<file path="src/rtl/opt_reg_pkg.sv">
// Shared types for the skid-buffered pipeline register.
// The state encoding doubles as the occupancy count.
package opt_reg_pkg;

    localparam int OccWidth = 2;

    typedef enum logic [OccWidth-1:0] {
        EMPTY = 2'd0,
        ONE   = 2'd1,
        TWO   = 2'd2
    } skid_state_t;

endpackage

</file>
<file path="src/rtl/opt_reg_skid.sv">
// Flow-controlled pipeline register with a one-entry skid buffer.
// Output word and in_ready are both registered; in_ready never depends combinationally on out_ready.
module opt_reg_skid
    import opt_reg_pkg::*;
#(
    parameter int DataWidth = 16
) (
    input  logic                 clk,
    input  logic                 rst,
    input  logic [DataWidth-1:0] data_in,
    input  logic                 in_valid,
    output logic                 in_ready,
    output logic [DataWidth-1:0] res,
    output logic                 out_valid,
    input  logic                 out_ready,
    output logic [OccWidth-1:0]  occupancy
);

    skid_state_t          state;
    skid_state_t          state_next;
    logic [DataWidth-1:0] skid;
    logic                 in_fire;
    logic                 out_fire;
    logic                 load_in;
    logic                 load_skid;
    logic                 capture_skid;

    assign in_fire   = in_valid & in_ready;
    assign out_fire  = out_valid & out_ready;
    assign out_valid = (state != EMPTY);
    assign occupancy = OccWidth'(state);

    always_comb begin
        state_next   = state;
        load_in      = 1'b0;
        load_skid    = 1'b0;
        capture_skid = 1'b0;
        case (state)
            EMPTY: begin
                if (in_fire) begin
                    state_next = ONE;
                    load_in    = 1'b1;
                end
            end
            ONE: begin
                if (in_fire && out_fire) begin
                    load_in = 1'b1;
                end else if (in_fire) begin
                    state_next   = TWO;
                    capture_skid = 1'b1;
                end else if (out_fire) begin
                    state_next = EMPTY;
                end
            end
            TWO: begin
                // in_ready is low here, so only the drain side can move
                if (out_fire) begin
                    state_next = ONE;
                    load_skid  = 1'b1;
                end
            end
            default: state_next = EMPTY;
        endcase
    end

    always_ff @(posedge clk or posedge rst) begin
        if (rst) begin
            state    <= EMPTY;
            in_ready <= 1'b1;
            res      <= '0;
            skid     <= '0;
        end else begin
            state    <= state_next;
            in_ready <= (state_next != TWO);
            if (load_in) begin
                res <= data_in;
            end else if (load_skid) begin
                res <= skid;
            end
            if (capture_skid) begin
                skid <= data_in;
            end
        end
    end

    always @(posedge clk) begin
        if (!rst) begin
            assert (occupancy != 2'd3);
        end
    end

endmodule

</file>
<file path="config.mk">
export PLATFORM = sky130hd
export DESIGN_NAME = opt_reg_skid
export DESIGN_NICKNAME = d
export VERILOG_FILES = /design/src/rtl/opt_reg_pkg.sv /design/src/rtl/opt_reg_skid.sv
export SDC_FILE = /design/constraint.sdc
export NUM_CORES = 1
export LEC_CHECK = 0
export ABC_AREA = 1
export ABC_CLOCK_PERIOD_IN_PS = 1200
export CORE_ASPECT_RATIO = 0.7
export CORE_UTILIZATION = 43
export CTS_CLUSTER_DIAMETER = 60
export CTS_CLUSTER_SIZE = 30
export DETAILED_ROUTE_END_ITERATION = 8
export PLACE_DENSITY_LB_ADDON = 0.15
export SYNTH_ARGS = -nofsm -noshare
export SYNTH_HDL_FRONTEND = slang
export SYNTH_SLANG_ARGS = --single-unit
</file>
<file path="constraint.sdc">
create_clock -name clk -period 1.2 [get_ports clk]
set_input_delay 0.36 -clock clk [delete_from_list [all_inputs] [get_ports clk]]
set_output_delay 0.36 -clock clk [all_outputs]
set_load 0.05 [all_outputs]
</file>
==> Implementation_results.wiki <==
{| class="wikitable"
! Metric !! Value
|-
| Outcome || finished with violations
|-
| Violations in the final reports || setup timing
|-
| Post-Synthesis Net Count || 194
|-
| Residual antenna-violating net count after detailed routing || 0
|-
| Residual DRC count || 0
|-
| CTS Root Buffer Type || clkbuf_8
|-
| Crit path required time || 0.84 ns
|-
| Startpoint types || register
|-
| Share of post-route cells with drive strength above 1 || 36.6%
|-
| Worst endpoint data arrival time || 1.09 ns
|-
| Number of hold violations in the final report || 0
|-
| Fillers || 207
|-
| Diodes inserted || 0
|-
| Clock buffers created by TritonCTS || 5
|-
| PnR worst setup slack || -0.250 ns
|-
| Number of global-route vias before repair || 1485
|-
| Max rail drop VDD || 1.75 mV
|-
| Total Routing Usage GR || 25.5%
|-
| Mean post-synth cell area || 8.87 sq um
|-
| Overall routed net length || 4480 um
|-
| Average wire per cell in the routed design || 15.3 um
|-
| Post-layout instance count excluding filler cells || 293
|-
| Cell Area, Synth || 0.00154 sq mm
|-
| Internal power of the cells || 4.36 mW
|-
| Area growth syn-to-layout || 74.4%
|-
| Yosys top cell by area || dfrtp_1
|-
| Clock transition at the register clock pins on the worst setup and hold paths after CTS || 0.07 ns
|-
| Switching fraction of total power || 43.7%
|-
| Net total in the final layout || 265
|-
| Timing startpoint of the critical path || occupancy[0]$_DFF_PP0_
|-
| Final clock period utilization by the worst path || 121%
|-
| Horizontal die dimension || 73.6 um
|-
| # port buffers || 39
|-
| Number of instances in the synthesized netlist || 174
|-
| Initial Utilization || 47.1%
|-
| Standard-cell row count || 17
|-
| H-Tree Depth || 2
|-
| Global route overflow || 0
|-
| Area enclosed by the die boundary || 0.00384 sq mm
|-
| Initial antenna violation count || 0
|-
| I/O pin cnt || 40
|-
| FF-to-FF path depth || 6
|-
| Type of element capturing the critical path || primary output
|-
| Combinational power share || 60.1%
|-
| Ratio of routed vias to standard cells || 4.97
|-
| Core Footprint || 0.00328 sq mm
|-
| TritonCTS clock tree || built
|-
| Count of routing violations after the opening detailed-route iteration || 110
|-
| Largest driver fanout on the critical path || 4
|-
| Hold Crit Class || in -> async
|-
| Max frequency || 689 MHz
|-
| Post-DP HPWL || 2620 um
|-
| Worst setup path class || reg -> out
|-
| DRT Pass-1 Iters || 4
|-
| Part of the total power dissipated in sequential elements || 29.1%
|-
| DP Cell Count || 266
|-
| Net switching power figure || 3.37 mW
|-
| Register-to-Register Setup Slack || -0.22 ns
|-
| Detailed-route via count || 1455
|-
| Wire length of the first global-routing pass || 7020 um
|-
| Clock latency on the worst-skew pair || 0.29 ns
|-
| WHS || 0.355 ns
|-
| Number of buffers between clock root and the deepest sink || 2
|-
| Max-slew violation count || 0
|-
| Worst flop-to-flop path startpoint || occupancy[0]$_DFF_PP0_
|-
| Max-slew headroom at the worst pin || 72.3%
|-
| Critical R2R Capture || skid[14]$_DFFE_PP0P_
|-
| P per Cell Area || 2870 mW/mm^2
|-
| Synth warnings || 0
|-
| Vert. Die Dim || 52.1 um
|-
| Distinct cell type count of the synthesized netlist || 18
|-
| Endpoints failing setup || 53
|-
| Flops & latches, synth || 35
|-
| RSZ-0062 raised after global routing || yes
|-
| Proportion of power drawn by the clock network || 10.8%
|-
| Clock period minus final worst setup slack || 1.45 ns
|-
| Maximum Capacitance Violations || 0
|-
| Least-Margin Pin Slew || 0.415 ns
|-
| Post-route clock skew || 0.00634 ns
|-
| Part of the Yosys area used for sequential elements || 56.9%
|-
| Top cells by area, synth || dfrtp_1 (55%), nand2_1 (13%), nand3_1 (10%), o21ai_1 (5.2%), inv_1 (4.6%)
|-
| Synth top area share || 55.2%
|-
| Total clock sinks || 35
|-
| Routability congestion estimate || 0.752
|-
| Cell leakage power || 1.31 nW
|-
| Largest net degree at the start of global routing || 33
|-
| Total power of the final layout || 7.73 mW
|}
power by group through the flow:
stage,Sequential (mW),Clock [mW],Combinational (mW)
floorplan,3.00,0,1.22
global placement,2.17,0,3.89
detailed placement,2.20,0,3.97
CTS,2.20,0.838,4.45
global route,2.29,0.886,4.89
finish,2.25,0.832,4.65
metal layers:
layer	wire, um	share of wire [%]	up-vias	GRT usage, %
met1	1840	41	681	33.5
met2	2260	51	64	42.7
met4	55	1.2	0	8.01
li1	-	-	701	-
met5	0	0	-	0
met3	323	7.2	9	5.23
worst max-delay path by stage:
stage | end | slack [ns] | cells past startpoint
detailed placement | res[1]$_DFFE_PP0P_ | -0.41 | 6
global placement | res[8]$_DFFE_PP0P_ | -0.38 | 6
global route | out_valid | -0.28 | 3
CTS | out_valid | -0.24 | 3
floorplan | skid[0]$_DFFE_PP0P_ | -0.29 | 6
finish | out_valid | -0.25 | 3
sequential cells by signal (all words and copies together), names as in the netlist:
signal     flops
skid          16
occupancy      2
res           16
in_ready       1
timing repair:
item | CTS | global route
setup buffers | 11 | 5
resized for setup | 16 | 15
gates cloned | 3 | 0
endpoints found under the hold margin | 0 | 0
hold buffers | 0 | 0
setup endpoints to repair | 52 | 55
pin swaps | 2 | 3
final cells by class:
class / count / area (sq um) / area share, %
Clock buffer: 7 / 76.3 / 2.84
Clock inverter: 1 / 5.00 / 0.186
Inverter: 21 / 83.8 / 3.12
Multi-Input combinational cell: 113 / 652 / 24.2
Sequential cell: 35 / 882 / 32.8
Tap cell: 47 / 58.8 / 2.19
Timing Repair Buffer: 69 / 932 / 34.7
layout by cell type (no fill, tap or decap):
| cell | n |
|---|---|
| o21ai_4 | 1 |
| dlymetal6s2s_1 | 1 |
| inv_1 | 18 |
| o21ai_2 | 1 |
| nand3_2 | 4 |
| buf_4 | 18 |
| o21ai_1 | 15 |
| nand2_1 | 40 |
| nand4_1 | 1 |
| clkbuf_8 | 5 |
| buf_6 | 5 |
| clkbuf_1 | 2 |
| inv_2 | 1 |
| nand3_1 | 29 |
| nor3_4 | 1 |
| dfrtp_2 | 1 |
| nor2_4 | 1 |
| dfstp_2 | 1 |
| buf_16 | 1 |
| clkinv_2 | 1 |
| dfrtp_1 | 32 |
| dfrtp_4 | 1 |
| nand2_2 | 12 |
| nand2_4 | 2 |
| nand2_8 | 1 |
| inv_4 | 2 |
| buf_12 | 26 |
| clkdlybuf4s50_1 | 18 |
| nor2_2 | 2 |
| nand3_4 | 3 |
per-stage QoR:
stage | area (sq um) | util (%) | worst slack, ns | TNS [ns]
global route | 2690 | 82.1 | -0.278 | -9.29
CTS | 2610 | 79.6 | -0.244 | -6.53
floorplan | 1580 | - | -0.289 | -7.90
global placement | 2340 | 71.4 | -0.383 | -12.36
finish | 2690 | 82.1 | -0.250 | -7.00
detailed placement | 2340 | 71.4 | -0.412 | -12.90
worst max-delay path: stages (launching register included):
cell     delay (ns)
dfrtp_4        0.52
inv_4          0.09
nand2_8        0.05
buf_12         0.14
synthesized netlist by cell type, drive strengths merged:
cell type  instances
nor3               1
nor2               3
nand4              1
nand3             34
dfstp              1
nand2             55
o21ai             17
buf                7
dfrtp             34
inv               21
cell families (layout without fill, tap and decap cells):
family                 after synthesis  count (layout)  share of synthesized area [%]
AOI/OAI and AO/OA                   17              17                           5.76
buffers and inverters               28              98                           8.68
DFF                                 35              35                           56.9
and+or+nand+nor                     94              96                           28.7
No activity file was read; power rests on OpenSTA's default activity.
